--- src/rtl/int_gen_pkg.sv ---
// Shared definitions for the interrupt generator: register offsets, mode codes,
// FSM state encoding and the byte-lane merge helper used by bus-writable registers.
package int_gen_pkg;

  localparam logic [2:0] OFF_CTRL   = 3'd0;
  localparam logic [2:0] OFF_PERIOD = 3'd1;
  localparam logic [2:0] OFF_COUNT  = 3'd2;
  localparam logic [2:0] OFF_STATUS = 3'd3;
  localparam logic [2:0] OFF_ACK    = 3'd4;

  localparam logic [1:0] MODE_ONESHOT  = 2'b00;
  localparam logic [1:0] MODE_PERIODIC = 2'b01;

  typedef enum logic [1:0] {
    ST_IDLE = 2'd0,
    ST_RUN  = 2'd1,
    ST_HOLD = 2'd2
  } state_e;

  function automatic logic [31:0] byte_merge(input logic [31:0] old_val,
                                             input logic [31:0] new_val,
                                             input logic [3:0]  be);
    logic [31:0] merged;
    merged = old_val;
    for (int i = 0; i < 4; i++) begin
      if (be[i]) merged[8*i +: 8] = new_val[8*i +: 8];
    end
    return merged;
  endfunction

endpackage

--- src/rtl/int_gen_counter.sv ---
// 32-bit down-counter with synchronous load, decrement that stops at zero,
// and a combinational expire pulse on the 1 -> 0 step.
module int_gen_counter (
  input  logic        clk,
  input  logic        reset,
  input  logic        load_i,
  input  logic [31:0] load_val_i,
  input  logic        dec_i,
  output logic [31:0] count_o,
  output logic        expire_o
);

  logic [31:0] count_q, count_d;

  always_comb begin
    count_d = count_q;
    if (load_i) begin
      count_d = load_val_i;
    end else if (dec_i && (count_q != 32'd0)) begin
      count_d = count_q - 32'd1;
    end
  end

  always_ff @(posedge clk) begin
    if (!reset) count_q <= 32'd0;
    else        count_q <= count_d;
  end

  assign count_o  = count_q;
  assign expire_o = dec_i && (count_q == 32'd1);

endmodule

--- src/rtl/int_gen.sv ---
// Memory-mapped interrupt generator: register file, address decode and run/hold FSM
// around a down-counter; IRQ holds until acknowledged, missed expiries counted as overrun.
module int_gen
  import int_gen_pkg::*;
#(
  parameter logic [31:0] PERIOD_RST = 32'd0,
  parameter int          OVR_W      = 8
) (
  input  logic        clk,
  input  logic        reset,
  input  logic [29:0] Addr,
  input  logic [3:0]  ByteEn,
  input  logic [31:0] Din,
  output logic [31:0] Dout,
  output logic        IRQ
);

  state_e             state_q, state_d;
  logic [2:0]         ctrl_q;
  logic [31:0]        period_q;
  logic               pending_q, pending_d;
  logic [OVR_W-1:0]   ovr_q, ovr_d;
  logic [31:0]        count_w;
  logic               expire_w, cnt_load, cnt_dec;

  logic [2:0] off_w;
  logic       wr_w, ctrl_wr, en_wr, dis_wr, ack_wr, status_wr, periodic_w;
  logic       unused_addr;

  assign off_w       = Addr[4:2];
  assign unused_addr = ^{Addr[29:5], Addr[1:0]};
  assign wr_w        = |ByteEn;
  // EN/MODE live in byte 0, so a CTRL write only counts when that lane is enabled
  assign ctrl_wr     = wr_w && (off_w == OFF_CTRL) && ByteEn[0];
  assign en_wr       = ctrl_wr && Din[0];
  assign dis_wr      = ctrl_wr && !Din[0];
  assign ack_wr      = wr_w && (off_w == OFF_ACK);
  assign status_wr   = wr_w && (off_w == OFF_STATUS);
  assign periodic_w  = (ctrl_q[2:1] == MODE_PERIODIC);

  always_ff @(posedge clk) begin
    if (!reset) begin
      ctrl_q    <= 3'd0;
      period_q  <= PERIOD_RST;
      state_q   <= ST_IDLE;
      pending_q <= 1'b0;
      ovr_q     <= '0;
    end else begin
      if (ctrl_wr) ctrl_q <= Din[2:0];
      if (wr_w && (off_w == OFF_PERIOD)) period_q <= byte_merge(period_q, Din, ByteEn);
      state_q   <= state_d;
      pending_q <= pending_d;
      ovr_q     <= ovr_d;
    end
  end

  always_comb begin
    state_d  = state_q;
    cnt_load = 1'b0;
    cnt_dec  = 1'b0;
    case (state_q)
      ST_IDLE, ST_HOLD: begin
        if (en_wr && (period_q != 32'd0)) begin
          cnt_load = 1'b1;
          state_d  = ST_RUN;
        end else if (ctrl_wr) begin
          state_d = ST_IDLE;
        end
      end
      ST_RUN: begin
        if (dis_wr) begin
          state_d = ST_IDLE;
        end else if (count_w == 32'd0) begin
          // periodic reload cycle: picks up whatever PERIOD holds now
          cnt_load = 1'b1;
        end else begin
          cnt_dec = 1'b1;
          if ((count_w == 32'd1) && !periodic_w) state_d = ST_HOLD;
        end
      end
      default: state_d = ST_IDLE;
    endcase
  end

  always_comb begin
    pending_d = pending_q;
    ovr_d     = ovr_q;
    if (expire_w) begin
      // an expiry beats a same-cycle ACK and is then not counted as missed
      if (!pending_q) pending_d = 1'b1;
      else if (!ack_wr && (ovr_q != {OVR_W{1'b1}})) ovr_d = ovr_q + OVR_W'(1);
    end else if (ack_wr) begin
      pending_d = 1'b0;
    end
    if (status_wr) ovr_d = '0;
  end

  int_gen_counter u_counter (
    .clk        (clk),
    .reset      (reset),
    .load_i     (cnt_load),
    .load_val_i (period_q),
    .dec_i      (cnt_dec),
    .count_o    (count_w),
    .expire_o   (expire_w)
  );

  always_comb begin
    Dout = 32'd0;
    case (off_w)
      OFF_CTRL:   Dout = {29'd0, ctrl_q};
      OFF_PERIOD: Dout = period_q;
      OFF_COUNT:  Dout = count_w;
      OFF_STATUS: Dout = (32'(ovr_q) << 8) | {31'd0, pending_q};
      default:    Dout = 32'd0;
    endcase
  end

  assign IRQ = pending_q;

endmodule
--- config.mk ---
export PLATFORM = sky130hd
export DESIGN_NAME = int_gen
export DESIGN_NICKNAME = d
export VERILOG_FILES = /design/src/rtl/int_gen_pkg.sv /design/src/rtl/int_gen_counter.sv /design/src/rtl/int_gen.sv
export SDC_FILE = /design/constraint.sdc
export NUM_CORES = 1
export LEC_CHECK = 0
export ABC_AREA = 0
export BUFFER_PORTS_ARGS = -buffer_cell sky130_fd_sc_hd__buf_2
export CORE_ASPECT_RATIO = 0.75
export CORE_MARGIN = 4
export CORE_UTILIZATION = 55
export DETAILED_ROUTE_END_ITERATION = 6
export PLACE_DENSITY = 0.81
export SLEW_MARGIN = 20
export SYNTH_ARGS = -nofsm -noshare
export SYNTH_HDL_FRONTEND = slang
export SYNTH_SLANG_ARGS = --single-unit
export TNS_END_PERCENT = 100
--- constraint.sdc ---
create_clock -name clk -period 4.92 [get_ports clk]
set_input_delay 0.984 -clock clk [delete_from_list [all_inputs] [get_ports clk]]
set_output_delay 0.984 -clock clk [all_outputs]
set_load 0.02 [all_outputs]
==> flow_metrics.env, run 1 <==
export IMPL_cpMaxStageDelayCell="a21oi_4"
export IMPL_crit_chain="buf_2 > nor4b_4 > a211o_2 > or4_4 > a21oi_4 > a22oi_1 > nand2_1"
export IMPL_core_area_um2=7953
export IMPL_drc_errors=0
export IMPL_critPathArrivalTime_ns=3.83
export IMPL_hold_viol_final=0
export IMPL_maxCapViolCount=0
export IMPL_ys_flop_type="dfxtp_1"
export IMPL_fp_row_count=28
export IMPL_place_ws_ns=1.066
export IMPL_synth_top_area_share_pct=34.47
export IMPL_rrSetupSlack_ns=1.97
export IMPL_grt_pass1_wl_mm=22.37
export IMPL_period_share_pct=71.75
export IMPL_fin_tns_setup_ns=0
export IMPL_grt_pass1_vias=4306
export IMPL_crit_path_end_kind="register"
export IMPL_asyncSetResetFlopFracSynth_pct=0
export IMPL_drtIter0Drc=438
export IMPL_reg2reg_depth=5
export IMPL_finalSetupViolations=0
export IMPL_synth_yosys_seq_area_share_pct=34.47
export IMPL_powerDensity_nw_per_um2=234.8
export IMPL_cts_repair_resized=0
export IMPL_io_buffers=73
export IMPL_slew_violations=0
export IMPL_synth_area_um2=4531
export IMPL_start_kind="input port"
export IMPL_yosysTopAreaCell="dfxtp_1"
export IMPL_postCtsHoldBufs=0
export IMPL_p_leak_nw=2.076
export IMPL_antenna_found_initial=0
export IMPL_status="finished clean"
export IMPL_placedCellCount=687
export IMPL_start_util_pct=56.97
export IMPL_dp_hpwl_mm=10.15
export IMPL_cts_tree="built"
export IMPL_syn_nets=613
export IMPL_overflow=0
export IMPL_rsz0062_at_grt="no"
export IMPL_synth_warnings=0
export IMPL_synthCells=541
export IMPL_totalWireLength_mm=13.90
export IMPL_power_total_w=0.001189
export IMPL_r2r_end="u_counter.count_o[27]"
export IMPL_cts_made_buffers=9
export IMPL_crit_family="compound AO/OA/AOI/OAI gates"
export IMPL_cts_buffer_depth=2
export IMPL_setup_ws_ns=1.390
export IMPL_hp_start="period_q[9]"
export IMPL_cts_clk_slew_worst_paths_ns=0.09
export IMPL_yosys_top_cells_area="dfxtp_1 (34%), nor2_1 (8.5%), mux2i_1 (8.0%)"
export IMPL_die_h_um=86.60
export IMPL_holdWs_ns=0.5089
export IMPL_ys_seq_elements=78
export IMPL_antenna_diode_count=0
export IMPL_grt_start_max_net_pins=42
export IMPL_min_period_ns=3.530
export IMPL_drive_above_1_share_pct=21.57
export IMPL_clock_sinks=78
export IMPL_crit_required_ns=5.21
export IMPL_die_area_um2=9768
export IMPL_cp_buffers_inverters=1
export IMPL_worst_slew_pin_slew_ns=1.086
export IMPL_boundaryPins=101
export IMPL_synth_distinct_cells=64
export IMPL_synth_edf_count=0
export IMPL_ir_worst_vdd_uv=233.8
export IMPL_insertion_delay_ns=0.35
export IMPL_critPathMaxStageDelay_ns=0.73
export IMPL_fin_skew_ns=0.01448
export IMPL_die_w_um=112.8
export IMPL_post_cts_buffers=0
export IMPL_cts_max_level=3
export IMPL_vias_per_cell=6.417
export IMPL_instances_no_fill=703
export IMPL_nets=665
export IMPL_crit_path_max_fanout=34
export IMPL_grt_usage_pct=28.79
export IMPL_finalWeightedCongestion=0.9737
export IMPL_slew_headroom_pct=26.99
export IMPL_area_growth_pct=11.74
export IMPL_fmax_ghz=0.2833
export IMPL_holdPathStages=2
export IMPL_drt_pre_antenna_iters=7
export IMPL_holdCritPathClass="register to register"
export IMPL_hold_end="u_counter.count_o[9]"
export IMPL_avgSynthCellArea_um2=8.374
export IMPL_r2r_start="u_counter.count_o[0]"
export IMPL_num_vias=4511
export IMPL_clock_root_buffer="clkbuf_8"
export IMPL_wl_per_cell_um=19.77
export IMPL_crit_type="input port to register"
export IMPL_ant_nets=0
-- state kept, by name, summed over array words and instances, names as in the netlist --
signal,flops
IRQ,1
ovr_q,8
period_q,32
u_counter.count_o,32
ctrl_q,3
state_q,2
-- layout make-up --
| cell class | instances | area [um^2] |
|---|---|---|
| Fill cell | 662 | 2890 |
| Clock inverter | 6 | 46.29 |
| Timing Repair Buffer | 78 | 402.9 |
| Sequential cell | 78 | 1562 |
| Inverter | 8 | 30.03 |
| Tap cell | 105 | 131.4 |
| Multi-Input combinational cell | 418 | 2763 |
| Clock buffer | 10 | 127.6 |
-- cell usage in the layout, fill, tap and decap left out, types with 3 or more instances in the layout --
master     count
mux2i_1       36
and3_1         7
buf_4          5
nor3_1        17
nand2_1       41
o211ai_1       6
nor4_1        13
xor2_1         9
o21ai_0       11
xnor2_1        5
o2bb2ai_1      7
or2_2          3
a21oi_1       10
nand3_1       16
o21ai_1        3
mux2_2         8
inv_1          7
a221o_2        3
o31ai_1        6
nand4_1        6
or3_1          7
ha_1           4
clkbuf_8       9
dfxtp_1       78
o41ai_1        3
and2_1         7
a221o_1        8
buf_2         73
nor2_1       103
or4_1          3
a22oi_1       37
-- where the power goes --
group,switching (W),leakage (nW),internal [W]
Sequential,0.0000105,0.629,0.000637
Combinational,0.0000686,1.36,0.0000380
Clock,0.000249,0.0829,0.000186
Total,0.000328,2.08,0.000861
-- per-layer routing --
metal,vias to the layer above,wire (um),track usage [%],share of wire (%)
li1,2102,-,-,-
met5,-,0,0,0
met3,27,1553,6.211,11
met1,2130,5850,40.34,42
met2,252,6244,44.89,45
met4,0,246,8.297,1.8
-- worst max-delay path by stage --
stage	start	end	slack (ns)	depth (start not counted)
floorplan	Addr[3]	Dout[21]	1.61	6
global placement	Addr[4]	u_counter.count_o[14]	1.16	7
detailed placement	Addr[4]	u_counter.count_o[14]	1.07	7
CTS	Addr[4]	u_counter.count_o[14]	1.42	7
global route	Addr[4]	u_counter.count_o[14]	1.24	7
finish	Addr[4]	u_counter.count_o[14]	1.39	7
-- cells in the mapped netlist (8+ instances only) --
cell / instances
a21oi_1: 10
a221o_1: 8
a22oi_1: 37
buf_2: 8
clkbuf_1: 20
dfxtp_1: 78
mux2_2: 8
mux2i_1: 36
nand2_1: 41
nand3_1: 16
nor2_1: 103
nor3_1: 17
nor4_1: 13
o21ai_0: 11
xor2_1: 9
-- tightest hold or removal path, delay by kind of cell (launching register included) --
| kind | cells | cell delay [ns] |
|---|---|---|
| and+or+nand+nor | 2 | 0.12 |
| DFF | 1 | 0.35 |
-- kinds of logic (layout without fill, tap and decap cells) --
family,count (synthesis),count (layout),synth area share (%)
AND/OR/NAND/NOR,242,242,27.01
flip-flops,78,78,34.47
adder cells (fa/ha/maj),4,4,1.105
XOR/XNOR,14,14,2.706
multiplexers,45,45,10.44
AO/OA/AOI/OAI,113,113,19.66
buffers and inverters,45,102,4.612
-- metrics by stage --
step | util (%) | instance area [um^2]
after floorplan | - | 4531
after global placement | 61.47 | 4888
after detailed placement | 61.47 | 4888
after CTS | 63.66 | 5062
after global routing | 63.66 | 5062
final | 63.66 | 5062
Power figures use the tool's default switching activity.
==> inputs of run 2 (changes only) <==
==> constraint.sdc (replaced) <==
create_clock -name clk -period 3.5 [get_ports clk]
set_input_delay 0.7 -clock clk [delete_from_list [all_inputs] [get_ports clk]]
set_output_delay 0.7 -clock clk [all_outputs]
set_load 0.02 [all_outputs]
==> run 2 against run 1 <==
  * Non-clock buffer count grew 9
  * Power up 52%
  * Cell count is 1.3% higher
  * Sequential cell count unchanged
  * Via count grew 2.2%
  * Utilization is 1.3 points higher
  * Worst hold slack worse by 0.014 ns
  * Global-route usage grew 0.67 points
  * First-iteration DRC count increased by 19%
  * Clock power is 71% higher
  * Final area grew 2.1%
==> flow_metrics.env, run 2 (synthesized netlist as in run 1, its figures left out) <==
export IMPL_place_area_um2=4956
export IMPL_insertion_delay_ns=0.37
export IMPL_grt_pass1_vias=4422
export IMPL_cts_tree="built"
export IMPL_critPathArrivalTime_ns=3.10
export IMPL_status="finished clean"
export IMPL_crit_path_end_kind="register"
export IMPL_area_growth_pct=14.03
export IMPL_fmax_ghz=0.3530
export IMPL_finalWeightedCongestion=1.000
export IMPL_cts_max_level=3
export IMPL_hold_viol_final=0
export IMPL_cts_clk_slew_worst_paths_ns=0.10
export IMPL_nets=674
export IMPL_fp_row_count=28
export IMPL_crit_path_max_fanout=17
export IMPL_start_util_pct=56.97
export IMPL_holdCritPathClass="register to register"
export IMPL_min_period_ns=2.833
export IMPL_io_buffers=73
export IMPL_drtIter0Drc=520
export IMPL_slew_headroom_pct=26.96
export IMPL_die_h_um=86.60
export IMPL_maxCapViolCount=0
export IMPL_die_area_um2=9768
export IMPL_ant_nets=0
export IMPL_fin_tns_setup_ns=0
export IMPL_clock_root_buffer="clkbuf_8"
export IMPL_drc_errors=0
export IMPL_crit_required_ns=3.77
export IMPL_boundaryPins=101
export IMPL_clock_sinks=78
export IMPL_overflow=0
export IMPL_final_area_um2=5166
export IMPL_num_vias=4612
export IMPL_rsz0062_at_grt="no"
export IMPL_fillCellCount=647
export IMPL_ir_worst_vdd_uv=229.1
export IMPL_vias_per_cell=6.478
export IMPL_period_share_pct=80.94
export IMPL_postLayoutCoreUtil_pct=64.96
export IMPL_drive_above_1_share_pct=22.90
export IMPL_grt_usage_pct=29.46
export IMPL_crit_type="register to register"
export IMPL_antenna_found_initial=0
export IMPL_grt_pass1_wl_mm=22.99
export IMPL_dp_hpwl_mm=10.27
export IMPL_multi_input_area_um2=2763
export IMPL_powerDensity_nw_per_um2=349.0
export IMPL_core_area_um2=7953
export IMPL_wl_per_cell_um=19.84
export IMPL_cts_made_buffers=9
export IMPL_die_w_um=112.8
export IMPL_drt_pre_antenna_iters=6
export IMPL_finalSetupViolations=0
export IMPL_cts_repair_resized=0
export IMPL_totalWireLength_mm=14.13
export IMPL_p_leak_nw=2.144
export IMPL_fin_skew_ns=0.01236
export IMPL_post_cts_buffers=0
export IMPL_postCtsHoldBufs=0
export IMPL_start_kind="register"
export IMPL_slew_violations=0
export IMPL_grt_start_max_net_pins=42
export IMPL_seqCellArea_um2=1562
export IMPL_antenna_diode_count=0
export IMPL_layout_commonest_cell="nor2_1"
export IMPL_worst_slew_pin_slew_ns=1.086
export IMPL_cts_buffer_depth=2
export IMPL_final_cell_mix="nor2_1 (103), dfxtp_1 (78), buf_2 (73), nand2_1 (41), a22oi_1 (37)"
run 2: cell types whose count changed in the layout (fill, tap and decap cells not counted):
cell / change
buf_4: +9
bufinv_16: +1
clkbuf_1: -1
clkinv_2: -1
clkinv_4: -2
clkinvlp_4: -1
inv_6: +2
inv_8: +2
run 2: through the flow:
| stage | power, W | hold WS, ns | worst slack (ns) | std cells |
|---|---|---|---|---|
| 2_1_floorplan | 0.001022 | 0.4412 | 0.7612 | 541 |
| 3_3_place_gp | 0.001076 | 0.4720 | 0.6082 | 696 |
| 3_5_place_dp | 0.001080 | 0.4906 | 0.5461 | 696 |
| 4_1_cts | 0.001805 | 0.5042 | 0.7391 | 712 |
| 5_1_grt | 0.001861 | 0.5379 | 0.4961 | 712 |
| 6_report | 0.001803 | 0.4944 | 0.6669 | 712 |
run 2: per-layer routing:
metal | GRT usage (%) | wire length (um) | vias to the layer above
met2 | 45.00 | 6235 | 255
met5 | 0 | 0 | -
met4 | 11.14 | 384 | 0
met3 | 9.839 | 1763 | 37
met1 | 38.81 | 5744 | 2198
li1 | - | - | 2122
run 2: critical path, cell delays in order (launching register included):
cell       delay, ns
dfxtp_1         0.41
nor4_1          0.67
nand4_1         0.26
o2111ai_4       0.37
and3_1          0.68
o21ai_0         0.22
o311ai_1        0.12
run 2: area by class of cell:
type / count / share of cell area, %
multi-input cells: 418 / 53.48
clock buffers: 9 / 2.398
inverters: 8 / 0.5813
flip-flops and latches: 78 / 30.23
well taps: 105 / 2.543
clock inverters: 7 / 1.671
repair buffers: 87 / 9.106
run 2: worst paths after layout:
kind	start	end	slack, ns	cells after the start
hold / removal	period_q[9]	u_counter.count_o[9]	0.49	2
setup / recovery	period_q[18]	u_counter.count_o[4]	0.67	6
setup reg to reg	period_q[18]	u_counter.count_o[4]	0.67	6
hold reg to reg	period_q[9]	u_counter.count_o[9]	0.49	2
run 2: where the power goes:
| part | switching (W) | total [W] | internal [W] |
|---|---|---|---|
| clock network | 0.000393 | 0.000740 | 0.000347 |
| registers | 0.0000150 | 0.000911 | 0.000896 |
| logic | 0.0000963 | 0.000152 | 0.0000558 |
| total | 0.000504 | 0.00180 | 0.00130 |
==> inputs of run 3 (changes only) <==
--- a/config.mk
+++ b/config.mk
@@ -9,9 +9,9 @@
 export BUFFER_PORTS_ARGS = -buffer_cell sky130_fd_sc_hd__buf_2
 export CORE_ASPECT_RATIO = 0.75
 export CORE_MARGIN = 4
-export CORE_UTILIZATION = 55
+export CORE_UTILIZATION = 49
 export DETAILED_ROUTE_END_ITERATION = 6
-export PLACE_DENSITY = 0.81
+export PLACE_DENSITY = 0.76
 export SLEW_MARGIN = 20
 export SYNTH_ARGS = -nofsm -noshare
 export SYNTH_HDL_FRONTEND = slang
==> constraint.sdc (replaced) <==
create_clock -name clk -period 2.3 [get_ports clk]
set_input_delay 0.46 -clock clk [delete_from_list [all_inputs] [get_ports clk]]
set_output_delay 0.46 -clock clk [all_outputs]
set_load 0.02 [all_outputs]
==> run 3 against run 2 <==
  * The flow now finishes with violations (negative setup slack)
  * Maximum frequency is 23% higher
  * Clock power rose by 110%
  * Sequential cell count stayed put
  * Via count up 8.4%
  * Combinational power rose by 110%
  * Global-route usage increased by 0.47 points
  * Critical path type unchanged
  * Highest routed layer unchanged
==> flow_metrics.env, run 3 (synthesized netlist as in run 1, its figures left out) <==
export IMPL_postLayoutCoreUtil_pct=69.82
export IMPL_drc_errors=0
export IMPL_clock_sinks=78
export IMPL_multi_input_area_um2=2882
export IMPL_fin_skew_ns=0.005371
export IMPL_boundaryPins=101
export IMPL_place_area_um2=5833
export IMPL_layout_commonest_cell="buf_4"
export IMPL_powerDensity_nw_per_um2=516.7
export IMPL_dp_hpwl_mm=12.30
export IMPL_critPathMaxStageDelay_ns=0.58
export IMPL_hp_start="Din[6]"
export IMPL_wl_per_cell_um=19.49
export IMPL_slew_violations=0
export IMPL_crit_required_ns=2.53
export IMPL_antenna_found_initial=0
export IMPL_finalWeightedCongestion=0.9474
export IMPL_vias_per_cell=5.909
export IMPL_fillCellCount=747
export IMPL_grt_start_max_net_pins=42
export IMPL_totalWireLength_mm=16.49
export IMPL_fin_tns_setup_ns=-0.006099
export IMPL_instances_no_fill=846
export IMPL_crit_top_cell="or4_4"
export IMPL_worst_slew_pin_slew_ns=1.045
export IMPL_seqCellArea_um2=1564
export IMPL_status="finished, violations left"
export IMPL_grt_pass1_wl_mm=25.63
export IMPL_die_w_um=119.0
export IMPL_drive_above_1_share_pct=37.19
export IMPL_insertion_delay_ns=0.34
export IMPL_grt_usage_pct=29.93
export IMPL_p_leak_nw=2.779
export IMPL_die_h_um=91.28
export IMPL_maxCapViolCount=0
export IMPL_period_share_pct=100.3
export IMPL_cts_max_level=3
export IMPL_start_kind="register"
export IMPL_critPathArrivalTime_ns=2.54
export IMPL_cts_made_buffers=9
export IMPL_crit_path_end_kind="register"
export IMPL_slew_headroom_pct=29.73
export IMPL_ir_worst_vdd_uv=523.5
export IMPL_rsz0062_at_grt="yes"
export IMPL_hold_viol_final=0
export IMPL_io_buffers=73
export IMPL_finalSetupViolations=1
export IMPL_final_area_um2=6316
export IMPL_num_vias=4999
export IMPL_cts_tree="built"
export IMPL_min_period_ns=2.306
export IMPL_cpMaxStageDelayCell="or4_4"
export IMPL_rrSetupSlack_ns=-0.006
export IMPL_overflow=0
export IMPL_holdCritPathClass="input port to register"
export IMPL_area_growth_pct=39.41
export IMPL_drt_pre_antenna_iters=5
export IMPL_crit_path_max_fanout=6
export IMPL_crit_type="register to register"
export IMPL_nets=785
export IMPL_clock_root_buffer="clkbuf_16"
export IMPL_setup_ws_ns=-0.006099
export IMPL_violations="negative setup slack"
export IMPL_die_area_um2=10860
export IMPL_r2r_start="u_counter.count_o[8]"
export IMPL_worstSetupStartpoint="u_counter.count_o[8]"
export IMPL_drtIter0Drc=452
export IMPL_placedCellCount=824
export IMPL_postCtsHoldBufs=0
export IMPL_fp_row_count=30
export IMPL_final_cell_mix="buf_4 (117), nor2_1 (101), dfxtp_1 (76), buf_2 (73), nand2_1 (40)"
export IMPL_cts_clk_slew_worst_paths_ns=0.06
export IMPL_antenna_diode_count=0
export IMPL_start_util_pct=50.08
export IMPL_fmax_ghz=0.4336
export IMPL_grt_pass1_vias=4689
export IMPL_ant_nets=0
export IMPL_crit_chain="buf_6 > or4_4 > nor4_4 > nand2_2 > or4_4 > a21oi_4 > o21ai_2"
export IMPL_core_area_um2=9046
export IMPL_cts_buffer_depth=2
==> run 3: changes by cell type in the layout (fill, tap and decap cells not counted), moves of 3 or more <==
cell       previous run  this run
inv_6                 3         0
nor3_2                1         4
buf_4                14       117
clkbuf_16             0         9
nor3_1               17        14
buf_12                0         5
clkbuf_8              9         1
==> run 3: through the flow <==
step / power (W) / worst slack (ns) / hold slack [ns]
6_report: 0.003263 / -0.006099 / 0.3514
5_1_grt: 0.003362 / -0.06983 / 0.3573
4_1_cts: 0.003263 / 0.003176 / 0.3516
3_5_place_dp: 0.001707 / -0.3999 / 0.4889
3_3_place_gp: 0.001698 / -0.3141 / 0.4767
2_1_floorplan: 0.001559 / 0.005313 / 0.4412
==> run 3: critical path: cells and delay by family (launching register included) <==
family	cells	cell delay (ns)
simple gates	4	1.52
flops	1	0.34
compound gates	2	0.21
buf+inv	1	0.13
==> run 3: final cells by class <==
class,instances,share of cell area [%]
Multi-Input combinational cell,420,45.62
Sequential cell,78,24.76
Timing Repair Buffer,196,21.45
Clock buffer,11,3.843
Tap cell,128,2.536
Clock inverter,5,1.307
Inverter,8,0.4754
==> run 3: power by group <==
group	switching (W)	internal, W	leakage [nW]
combinational	0.000183	0.000135	2.00
clock	0.000587	0.000980	0.148
sequential	0.0000132	0.00137	0.630
total	0.000783	0.00248	2.78
==> run 3: timing repair <==
item,CTS,global route
gates cloned,2,0
endpoints found under the setup margin,35,26
resized for setup,6,16
pin swaps,4,5
buffers inserted,3,1
==> run 3: worst paths after layout <==
path	end	cells past startpoint
max	u_counter.count_o[25]	7
min	period_q[6]	3
max reg2reg	u_counter.count_o[25]	7
min reg2reg	ovr_q[1]	2
==> run 3: layer usage <==
layer  vias up  share of wire [%]  track usage (%)
li1       2345                  -                -
met1      2397                 45            44.26
met2       235                 44            44.62
met3        22                9.7            6.289
met4         0                1.2            6.461
met5         -                  0                0
